**config.mk**
```make
export PLATFORM = sky130hd
export DESIGN_NAME = instr_fetch_buffer
export DESIGN_NICKNAME = d
export VERILOG_FILES = /design/src/rtl/instr_fetch_buffer.sv
export SDC_FILE = /design/constraint.sdc
export NUM_CORES = 1
export LEC_CHECK = 0
export CAP_MARGIN = 20
export CELL_PAD_IN_SITES_DETAIL_PLACEMENT = 0
export CELL_PAD_IN_SITES_GLOBAL_PLACEMENT = 1
export CORE_MARGIN = 4
export CORE_UTILIZATION = 47
export DETAILED_ROUTE_END_ITERATION = 8
export PLACE_DENSITY_LB_ADDON = 0.1
export SYNTH_ARGS = -nofsm -noshare
export SYNTH_HDL_FRONTEND = slang
export SYNTH_SLANG_ARGS = --single-unit
```
**constraint.sdc**
```tcl
create_clock -name clk -period 10 [get_ports clk]
set_input_delay 3 -clock clk [delete_from_list [all_inputs] [get_ports clk]]
set_output_delay 3 -clock clk [all_outputs]
set_load 0.01 [all_outputs]
```
**src/rtl/instr_fetch_buffer.sv**
```systemverilog
// Purpose : sequential instruction fetch, single-outstanding mem req/ack, DEPTH-entry prefetch FIFO.
// Latency : ack in cycle N into an empty buffer -> ir_valid/ir/ir_pc in cycle N+1.
// Backpres: a request issues only while buffered + outstanding < DEPTH; ir_ready low stalls fetch.
// Ports   : clk, rst_n; memory side mem_req/mem_addr/mem_ack/mem_rdata;
//           decode side ir_valid/ir/ir_pc/ir_ready; redirect flush/flush_pc.
// Option  : IFB_PREFETCH_ABORT_EN adds mem_abort (in, qualified by mem_ack) and ir_abort (out).
//           An aborted word travels with its entry and halts fetch until the next flush.
module instr_fetch_buffer #(
  parameter int unsigned DEPTH    = 2,
  parameter logic [31:0] RESET_PC = 32'h0000_0000
) (
  input  logic        clk,
  input  logic        rst_n,
  output logic        mem_req,
  output logic [31:0] mem_addr,
  input  logic        mem_ack,
  input  logic [31:0] mem_rdata,
  output logic        ir_valid,
  output logic [31:0] ir,
  output logic [31:0] ir_pc,
  input  logic        ir_ready,
  input  logic        flush,
  input  logic [31:0] flush_pc
`ifdef IFB_PREFETCH_ABORT_EN
  ,
  input  logic        mem_abort,
  output logic        ir_abort
`endif
);

  localparam int AW = $clog2(DEPTH);
  localparam int CW = AW + 1;
  localparam logic [CW-1:0] FULL   = CW'(DEPTH);
  localparam logic [31:0]   RST_PC = {RESET_PC[31:2], 2'b00};

  typedef enum logic [1:0] {IDLE, REQ, DRAIN} state_t;

  state_t        state_q;
  logic [31:0]   fetch_pc_q;   // address currently (or next) presented on mem_addr
  logic [31:0]   redir_q;      // redirect target parked while draining
  logic          halt_q;       // set by an aborted fetch, cleared by flush
  logic [CW-1:0] cnt_q;
  logic [CW-1:0] cnt_nxt;
  logic [AW-1:0] rd_q, wr_q, rd_nxt;
  logic [31:0]   dat_q [DEPTH];
  logic [31:0]   pc_q  [DEPTH];
  logic          push, pop, push_abt;
  logic [31:0]   tgt;
  logic          unused_ok;

  assign mem_addr  = fetch_pc_q;
  assign tgt       = {flush_pc[31:2], 2'b00};
  assign unused_ok = ^flush_pc[1:0];

`ifdef IFB_PREFETCH_ABORT_EN
  assign push_abt = mem_abort;
`else
  assign push_abt = 1'b0;
`endif

  // Only REQ has a request whose data is kept; a flush kills both sides.
  assign push    = mem_ack && (state_q == REQ) && !flush;
  assign pop     = ir_valid && ir_ready && !flush;
  assign cnt_nxt = cnt_q + CW'(push) - CW'(pop);
  assign rd_nxt  = rd_q + AW'(1);

  // Fetch FSM; mem_req is registered alongside the state.
  always_ff @(posedge clk or negedge rst_n) begin
    if (!rst_n) begin
      state_q    <= IDLE;
      mem_req    <= 1'b0;
      fetch_pc_q <= RST_PC;
      redir_q    <= RST_PC;
      halt_q     <= 1'b0;
    end else if (flush) begin
      halt_q  <= 1'b0;
      mem_req <= 1'b1;
      if (state_q != IDLE && !mem_ack) begin
        // Request still in flight: keep it stable, retarget after it returns.
        state_q <= DRAIN;
        redir_q <= tgt;
      end else begin
        state_q    <= REQ;
        fetch_pc_q <= tgt;
      end
    end else begin
      case (state_q)
        IDLE: begin
          if (!halt_q && cnt_nxt < FULL) begin
            state_q <= REQ;
            mem_req <= 1'b1;
          end
        end
        REQ: begin
          if (mem_ack) begin
            fetch_pc_q <= fetch_pc_q + 32'd4;
            if (push_abt) begin
              halt_q  <= 1'b1;
              state_q <= IDLE;
              mem_req <= 1'b0;
            end else if (cnt_nxt >= FULL) begin
              // The next request would have no slot to land in.
              state_q <= IDLE;
              mem_req <= 1'b0;
            end
          end
        end
        DRAIN: begin
          if (mem_ack) begin
            fetch_pc_q <= redir_q;
            state_q    <= REQ;
          end
        end
        default: begin
          state_q <= IDLE;
          mem_req <= 1'b0;
        end
      endcase
    end
  end

  // FIFO bookkeeping and the registered head (ir/ir_pc mirror the oldest entry).
  always_ff @(posedge clk or negedge rst_n) begin
    if (!rst_n) begin
      cnt_q    <= '0;
      rd_q     <= '0;
      wr_q     <= '0;
      ir_valid <= 1'b0;
      ir       <= '0;
      ir_pc    <= '0;
    end else if (flush) begin
      cnt_q    <= '0;
      rd_q     <= '0;
      wr_q     <= '0;
      ir_valid <= 1'b0;
    end else begin
      cnt_q    <= cnt_nxt;
      ir_valid <= (cnt_nxt != '0);
      if (push) wr_q <= wr_q + AW'(1);
      if (pop)  rd_q <= rd_nxt;
      if (pop && cnt_q > CW'(1)) begin
        ir    <= dat_q[rd_nxt];
        ir_pc <= pc_q[rd_nxt];
      end else if (push && (cnt_q == '0 || (pop && cnt_q == CW'(1)))) begin
        // Pushed word becomes the head immediately.
        ir    <= mem_rdata;
        ir_pc <= fetch_pc_q;
      end
    end
  end

  always_ff @(posedge clk) begin
    if (push) begin
      dat_q[wr_q] <= mem_rdata;
      pc_q[wr_q]  <= fetch_pc_q;
    end
  end

`ifdef IFB_PREFETCH_ABORT_EN
  logic abt_q [DEPTH];

  always_ff @(posedge clk) begin
    if (push) abt_q[wr_q] <= mem_abort;
  end

  always_ff @(posedge clk or negedge rst_n) begin
    if (!rst_n) begin
      ir_abort <= 1'b0;
    end else if (!flush) begin
      if (pop && cnt_q > CW'(1))
        ir_abort <= abt_q[rd_nxt];
      else if (push && (cnt_q == '0 || (pop && cnt_q == CW'(1))))
        ir_abort <= mem_abort;
    end
  end
`endif

endmodule

```
==> After elaboration in Yosys (flattened, before gate mapping) <==
Memories as Yosys holds them, arrays and structs flattened.
Cells that the tools add are included.
{ "word_totals": {"mem_bits_rw": 128, "mem_count": 2, "out_inout_bits": 98, "register_bits": 134, "inputBits": 69} }
{ "mem_list": {"columns": ["memory", "words", "width", "rd", "rd_clocked_by_memory_dff", "write_ports", "line", "text"], "rows": [
  ["dat_q", 2, 32, 1, 0, 1, "45", "logic [31:0] dat_q [DEPTH];"],
  ["pc_q", 2, 32, 1, 0, 1, "46", "logic [31:0] pc_q [DEPTH];"]
]} }
{ "op_classes": {"order_cmp": 3, "n_reduce_logical": 24, "n_addsub": 5, "n_eq_ne": 9, "bitwise": 1, "muxes": 29} }
{ "op_table": {"columns": ["op", "count"], "rows": [
  ["two-way mux 32 bit", 8],
  ["case mux 32 bit (2 select lines)", 1],
  ["adder 32 x 3 -> 32 bit (second input constant)", 1],
  ["two-way mux 2 bit", 7],
  ["AND reduction 4 bit", 3],
  ["two-way mux 1 bit", 11],
  ["nonzero test 2 bit", 5],
  ["!= test 3 bit (second input constant)", 3],
  ["logical AND 1 bit", 8],
  ["case mux 2 bit (3 select lines)", 1],
  ["equality test 2 x 1 -> 1 bit (second input constant)", 2],
  ["logical NOT 2 bit", 2],
  ["!= test 2 bit (second input constant)", 2],
  ["AND reduction 2 bit", 2],
  ["!= test 3 x 2 -> 1 bit (second input constant)", 1],
  ["case mux 1 bit (3 select lines)", 1],
  ["nonzero test 3 bit", 1],
  ["adder 1 bit (second input constant)", 2],
  ["adder 2 x 1 -> 2 bit", 1],
  ["equality test 2 bit (second input constant)", 1],
  ["greater-or-equal comparator 2 bit (second input constant)", 1],
  ["greater-than comparator 2 x 1 -> 1 bit (second input constant)", 1],
  ["logical NOT 1 bit", 2],
  ["< comparator 2 bit (second input constant)", 1],
  ["3 further kinds", 3]
]} }

==> Logic depth before layout (Yosys ltp) <==
Gate-level depths: netlist (run 1).
{ "logic_depth": {"ltp_word": 10, "mapped_depth": 12, "mapped_depth_nobuf": 10} }

==> Worst setup path before layout (run 1) <==
Ideal clock, no wire load.
{ "synth_path": {"kind": "input to register", "from": "input port flush", "to": "memory dat_q[0][0] (enable)", "setup_time_ns": 0.482, "path_slack_ns": 3.247, "stages": 5, "arrival_time_ns": 6.271, "t_required_ns": 9.518, "path_cell_list": "clkbuf_8 > inv_1 > clkbuf_1 > nand4_1 > nor2_1"} }
{ "synth_via": {"elab_chain_len": 4} }
{ "synth_lines": {"columns": ["element", "line", "text"], "rows": [
  ["from (decl)", "22", "input logic flush,"],
  ["logical NOT 1 bit", "62", "assign push = mem_ack && (state_q == REQ) && !flush;"],
  ["logical AND 1 bit", "62", null],
  ["two-way mux 1 bit", "153", "if (push) begin"],
  ["two-way mux 1 bit (implied by the code)", "154", "dat_q[wr_q] <= mem_rdata;"],
  ["to (decl)", "45", null]
]} }
No other way between the ends.

==> Worst setup path in the final report (run 1) <==
{ "layout_path": {"from": "input port flush", "to": "register ir_valid"} }
{ "layout_via": {"elab_chain_len": 6} }
{ "layout_lines": {"columns": ["element", "line", "text"], "rows": [
  ["logical NOT 1 bit", "62, 63", null],
  ["logical AND 1 bit", "62", null],
  ["adder 2 x 1 -> 2 bit", "64", "assign cnt_nxt = cnt_q + CW'(push) - CW'(pop);"],
  ["subtractor 2 x 1 -> 2 bit", "64", null],
  ["nonzero test 2 bit", "138", "ir_valid <= (cnt_nxt != '0);"],
  ["two-way mux 1 bit *", "131", "end else if (flush) begin"],
  ["to (signal assigned)", "138", null],
  ["to (decl)", "18", "output logic ir_valid,"]
]} }
Mark *: on every way between the ends. The rest lies on a longest branch, timed or not.
A chain may end at the register's enable or synchronous reset.

==> summary.md, run 1 <==
| Metric | Value |
|---|---|
| Wire length of the first global-routing pass | `39900 um` |
| Mean Syn Cell Area | `11.6 sq um` |
| FF-to-FF Start | `mem_addr[2]` |
| EDFF count, synth | `124` |
| Ant diodes | `0` |
| Initial DRC Count | `around 520` |
| Via count | `7563` |
| Synth cell types | `slightly above 60` |
| Total setup buffers inserted after CTS | `0` |
| Post-synthesis sequential area ratio | `63.0%` |
| Final setup vio count | `0` |
| CTS sink cnt | `254` |
| Seq pwr share | `a little under half` |
| P_leak | `0.00518 uW` |
| Clk slew on worst S/H paths | `60 ps` |
| Clk pwr share | `30.4%` |
| Worst path slowest cell | `buf_4` |
| DIE WIDTH | `162 um` |
| Synth Flop Type | `dfrtp_1` |
| Detailed Routing Iterations Pass 1 | `5` |
| FF/Latch Area | `6980 sq um` |
| DRC Markers | `0` |
| Comb power frac | `between 20% and 30%` |
| I/O pin cnt | `167` |
| Hold Crit Class | `flop to flop` |
| Worst ir drop on vdd | `0.135 mV` |
| Slew Limit Fails | `0` |
| Clk root buf | `clkbuf_16` |
| Synth Warn # | `0` |
| H-tree depth | `1` |
| Fin util | `approximately 60%` |
| Initial Util | `between 40% and 50%` |
| Hold buffers post-CTS | `0` |
| Non-Filler Instances | `1423` |
| Cells after Synth | `956` |
| Crit-path cells | `buf_2 -> buf_4 -> inv_1 -> nand4_1 -> ha_1 -> inv_1 -> ha_1 -> xnor2_1 -> xnor2_1 -> nor2_1 -> or2_2` |
| PostCTS Resize Cnt | `0` |
| Sw Share | `28.7%` |
| Synth area leader | `edfxtp_1` |
| Psw | `973 uW` |
| P&R area growth vs syn | `24.3%` |
| CTS Buf Count | `28` |
| Post-DP HPWL | `15200 um` |
| Via density | `5.31` |
| Fill count | `~2000` |
| Setup TNS | `0 ps` |
| Cell Area, Synth | `about 11000 sq um` |
| Routed wire length | `about 25000 um` |
| GRT Util Overall | `18.9%` |
| Global route total overflow | `0` |
| Final Critical Period | `5280 ps` |
| Crit path launch type | `primary input` |
| Layout cell share with drive strength beyond 1 | `9.91%` |
| Final worst-path cycle share | `52.8%` |
| Critical path peak fanout | `65` |
| Yosys top cell area share | `between 30% and 40%` |
| Max-slew headroom | `a little over a quarter` |
| Req. time, crit path | `~10000 ps` |
| Multi-input logic area | `3760 sq um` |
| Vias in the first global route | `7288` |
| RSZ-0062 raised after global routing | `false` |
| Placed Area | `about 13000 sq um` |
| Net count reported at finish | `1161` |
| Status | `complete, no violations` |
| Main area contributors after synthesis | `edfxtp_1, dfrtp_1, mux2i_1` |
| TritonCTS clock tree | `yes` |
| CP Launch Point | `flush` |
| Final Skew | `10.4 ps` |
| Fmax | `189 MHz` |
| Yosys reg bits | `254` |
| Slowest stage delay, CP | `530 ps` |
| Max Cap Viol | `0` |
| Avg WL per Cell | `17.6 um` |
| Synth async-reset ratio | `51.2%` |
| Buffers on Ports | `160` |
| Power Density | `246 nW/um^2` |
| Final Hold Vio Count | `0` |
| CP endpoint kind | `flop` |
| Longest Clk Path Bufs | `3` |
| GPL Wtd Cong | `0.773` |
| Antenna Violating Nets Remaining | `0` |
| Inst Count DP | `between 1000 and 1500` |
| WS Path Type | `primary input to flop` |
| Core area | `22900 sq um` |
| Die height | `approximately 160 um` |
| Standard-cell rows | `55` |
| Largest net degree at the start of global routing | `around 100` |
| Final instance area | `13800 sq um` |
| Hold Crit Start | `ir[0]` |
| Die Footprint | `26100 sq um` |
| Critical Path AT | `5710 ps` |
| Clk Latency, worst-skew pair | `between 500 and 600 ps` |
| Worst-margin pin slew | `1090 ps` |
| Initial antenna violation count | `0` |
| P_int | `2410 uW` |
## registers in the layout, indices dropped and copies added, names as in the netlist, 2 cells and up
signal,count
dat_q,64
pc_q,60
ir,32
ir_pc,30
mem_addr,30
redir_q,30
cnt_q,2
state_q,2
## layout make-up
class,instances,share of cell area [%]
tap,313,2.84
inverter,10,0.272
clock buffer,43,6.09
multi-input combinational,626,27.3
timing repair buffer,169,12.1
clock inverter,8,0.736
sequential,254,50.7
## logic make-up (layout without fill, tap and decap cells)
family                     count (synthesis)  count (layout)  share of synthesized area (%)
and+or+nand+nor                          262             262                           10.8
AOI/OAI and AO/OA                        258             258                           13.0
DFF                                      254             254                           63.0
muxes                                     95              95                           8.92
buffers and inverters                     79             230                           3.61
xor gates and xnor gates                   4               4                          0.316
adders and majority gates                  3               3                          0.339
other                                      1               4                         0.0338
## power groups by stage
stage	Sequential [uW]	Clock, uW	Combinational [uW]
6_report	1530	1030	827
5_1_grt	1570	1100	906
4_1_cts	1530	1050	842
3_5_place_dp	1550	0	840
3_3_place_gp	1540	0	831
2_1_floorplan	1570	0	323
## cell usage after synthesis, drive strengths merged (2+ instances only)
| cell type | n |
|---|---|
| a211oi | 2 |
| a21o | 3 |
| a21oi | 84 |
| a221oi | 7 |
| a22o | 2 |
| a31oi | 13 |
| a41oi | 5 |
| and2 | 5 |
| and3 | 15 |
| and4 | 3 |
| buf | 36 |
| clkbuf | 32 |
| dfrtp | 130 |
| edfxtp | 124 |
| ha | 3 |
| inv | 10 |
| mux2 | 30 |
| mux2i | 65 |
| nand2 | 102 |
| nand2b | 2 |
| nand3 | 12 |
| nand4 | 6 |
| nor2 | 96 |
| nor2b | 2 |
| nor3 | 6 |
| nor3b | 2 |
| nor4 | 2 |
| o211ai | 2 |
| o21ai | 127 |
| o2bb2ai | 5 |
| o31a | 2 |
| or2 | 3 |
| or3 | 3 |
| xnor2 | 3 |
## final timing paths
path | endpoint | slack [ps] | depth (start not counted)
worst min-delay path | ir[0] | 470 | 2
max in group asynchronous | rd_q | 6080 | 2
min in group asynchronous | ir_pc[28] | 2460 | 1
worst min register to register | ir[0] | 470 | 2
worst max register to register | mem_addr[26] | 7440 | 6
worst max-delay path | ir_valid | 4720 | 11
## per-stage QoR
stage	hold slack, ps	worst slack, ps	total power, uW
detailed placement	469	4160	2390
finish	472	4720	3390
CTS	481	4720	3430
global route	506	4420	3580
global placement	460	4170	2370
floorplan	472	3250	1900
## worst max-delay path, delay by kind of cell
family                     cells  cell delay (ps)
buffers and inverters          4             1080
and+or+nand+nor                3              780
adders and majority gates      2              430
xor gates and xnor gates       2              380
## placed cells by master (no fill, tap or decap), types with 10 or more instances in the layout
cell	count
o21ai_0	122
nand3_1	10
clkbuf_16	29
mux2i_1	65
clkdlybuf4s50_1	158
a21oi_1	84
a31oi_1	13
nor2_1	93
nand2_1	100
inv_1	10
mux2_2	30
edfxtp_1	124
dfrtp_1	129
and3_1	13
## metal layers
layer  track usage [%]  vias up  wire length, um
li1                  -     3712                -
met1              27.6     3612            11700
met2              29.9      195            11500
met3              3.11       44             1250
met4              4.89        0              543
met5                 0        -                0
Power figures use the tool's default switching activity.
==> run 2, diff against run 1 <==
CORE_UTILIZATION = 39   (was 47)
clock period = 4.4 ns   (was 10 ns; I/O delays follow)
==> run 2 against run 1 <==
Sequential power rose by 130%. Design area rose by 1.6%. Hold slack barely moved. Die area rose by 19%. Register-to-register slack got worse by 5600 ps. Sequential cell count did not move. Sequential share of layout area fell by 0.78 points. Via count rose by 0.83%. Power rose by 130%. Non-clock buffer count rose by 8. First-iteration DRC count fell by 10%. Critical endpoint unchanged. Largest power group unchanged.
==> summary.md, run 2 (synthesis gave the netlist of run 1 again) <==
| Metric | Value |
|---|---|
| I/O pin cnt | `between 150 and 200` |
| Placed Area | `13100 sq um` |
| Most common cell after layout, fill and taps aside | `clkdlybuf4s50_1` |
| Slowest stage delay, CP | `660 ps` |
| Largest registers | `dat_q x64, pc_q x60, ir x32` |
| RSZ-0062 raised after global routing | `false` |
| Clk slew on worst S/H paths | `60 ps` |
| Via density | `just over 5` |
| Power Density | `between 500 and 600 nW/um^2` |
| Sw Share | `29.0%` |
| Via count | `between 7000 and 8000` |
| P_leak | `approximately 0.0052 uW` |
| Core area | `27900 sq um` |
| Comb power frac | `24.1%` |
| Detailed Routing Iterations Pass 1 | `5` |
| GPL Wtd Cong | `0.728` |
| Final Hold Vio Count | `0` |
| Largest net degree at the start of global routing | `75` |
| Slew Limit Fails | `0` |
| Req. time, crit path | `4810 ps` |
| Final instance area | `14000 sq um` |
| Ant diodes | `0` |
| Die height | `177 um` |
| DIE WIDTH | `about 180 um` |
| Wire length of the first global-routing pass | `41500 um` |
| Final Critical Period | `3340 ps` |
| Hold slack | `472 ps` |
| Global route total overflow | `0` |
| Routed wire length | `26200 um` |
| CP Launch Point | `mem_ack` |
| Max reg flops | `64` |
| Longest Clk Path Bufs | `3` |
| Avg WL per Cell | `17.5 um` |
| Max-slew headroom | `35.8%` |
| H-tree depth | `1` |
| PostCTS Resize Cnt | `0` |
| Clk Latency, worst-skew pair | `530 ps` |
| Hold Crit Start | `ir[23]` |
| P&R area growth vs syn | `26.3%` |
| Standard-cell rows | `61` |
| Top reg by flops | `dat_q` |
| Layout cell share with drive strength beyond 1 | `10.5%` |
| FF-to-FF Start | `mem_addr[2]` |
| CTS sink cnt | `254` |
| Inst Count DP | `1445` |
| Buffers on Ports | `160` |
| GRT Util Overall | `between 15 and 20%` |
| TritonCTS clock tree | `yes` |
| Status | `complete, no violations` |
| Final worst-path cycle share | `75.9%` |
| Final setup vio count | `0` |
| Crit-path cells | `clkdlybuf4s50_1 -> nand4_1 -> ha_1 -> inv_1 -> ha_1 -> xnor2_1 -> xnor2_1 -> nor2_1 -> or2_2` |
| Clk pwr share | `30.3%` |
| Fmax | `300 MHz` |
| Die Footprint | `around 31000 sq um` |
| Worst-margin pin slew | `around 960 ps` |
| Initial DRC Count | `464` |
| Place WS | `539 ps` |
| Clk root buf | `clkbuf_16` |
| Initial antenna violation count | `0` |
| Psw | `2240 uW` |
| Antenna Violating Nets Remaining | `0` |
| CTS Buf Count | `29` |
| Initial Util | `between 30% and 40%` |
| Vias in the first global route | `7175` |
| Worst path slowest cell | `clkdlybuf4s50_1` |
| CP endpoint kind | `flop` |
| WS Path Type | `primary input to flop` |
| Max Cap Viol | `0` |
| Net count reported at finish | `1170` |
| Post-DP HPWL | `16700 um` |
| Hold buffers post-CTS | `0` |
| Critical Path AT | `roughly 3800 ps` |
| Final WS setup | `1060 ps` |
| Seq pwr share | `45.6%` |
| Worst ir drop on vdd | `around 0.29 mV` |
| P_int | `5490 uW` |
| Non-Filler Instances | `1498` |
| Critical path peak fanout | `9` |
| DRC Markers | `0` |
| Total setup buffers inserted after CTS | `0` |
| Most frequent cells in the layout | `clkdlybuf4s50_1, dfrtp_1, edfxtp_1` |
| Setup TNS | `0 ps` |
| Worst Path Buf+Inv | `2` |
| Fill count | `2569` |
| Crit path launch type | `primary input` |
| Final Skew | `7.29 ps` |
| Hold Crit Class | `flop to flop` |
| Critical path's top delay family | `simple AND/OR/NAND/NOR gates` |
run 2: changes by cell type in the layout (fill, tap and decap cells not counted), sizes merged:
cell	delta
clkinvlp	+2
clkinv	+3
clkbuf	-4
bufinv	+1
buf	+8
run 2: worst reg2reg max path: cells and delay by family, from the launching register on:
family / cells / cell delay (ps)
DFF: 1 / 540
and+or+nand+nor: 3 / 1350
AOI/OAI and AO/OA: 2 / 230
adders and majority gates: 1 / 260
run 2: layout make-up:
cell class | count | area, sq um | area share [%]
clock buffers | 39 | 783 | 5.60
clock inverters | 14 | 148 | 1.06
inverters | 10 | 37.5 | 0.268
multi-input cells | 626 | 3760 | 26.8
flip-flops and latches | 254 | 6980 | 49.9
well taps | 378 | 473 | 3.38
repair buffers | 177 | 1810 | 13.0
run 2: path summary, 6_finish.rpt:
kind | endpoint | slack [ps] | cells past startpoint
max | ir_valid | 1060 | 9
min | ir[23] | 470 | 2
max reg2reg | mem_addr[26] | 1870 | 6
min reg2reg | ir[23] | 470 | 2
max in group asynchronous | ir_pc[9] | 2800 | 2
min in group asynchronous | redir_q[21] | 770 | 1
run 2: stage by stage:
| step | utilization (%) | total power [uW] |
|---|---|---|
| global route | 50.1 | 8180 |
| detailed placement | 46.8 | 5480 |
| floorplan | - | 4310 |
| global placement | 46.8 | 5440 |
| finish | 50.1 | 7730 |
| CTS | 50.1 | 7850 |
run 2: power groups by stage:
stage / Clock [uW] / Sequential, uW / Combinational (uW)
4_1_cts: 2410 / 3530 / 1900
3_3_place_gp: 0 / 3570 / 1880
6_report: 2340 / 3520 / 1870
2_1_floorplan: 0 / 3580 / 735
5_1_grt: 2510 / 3620 / 2050
3_5_place_dp: 0 / 3580 / 1890
run 2: layer usage:
layer,up-vias,share of wire (%),GRT usage (%)
li1,3733,-,-
met4,0,1.4,3.32
met2,199,45,25.4
met3,32,5.3,2.83
met1,3662,49,25.1
met5,-,0,0
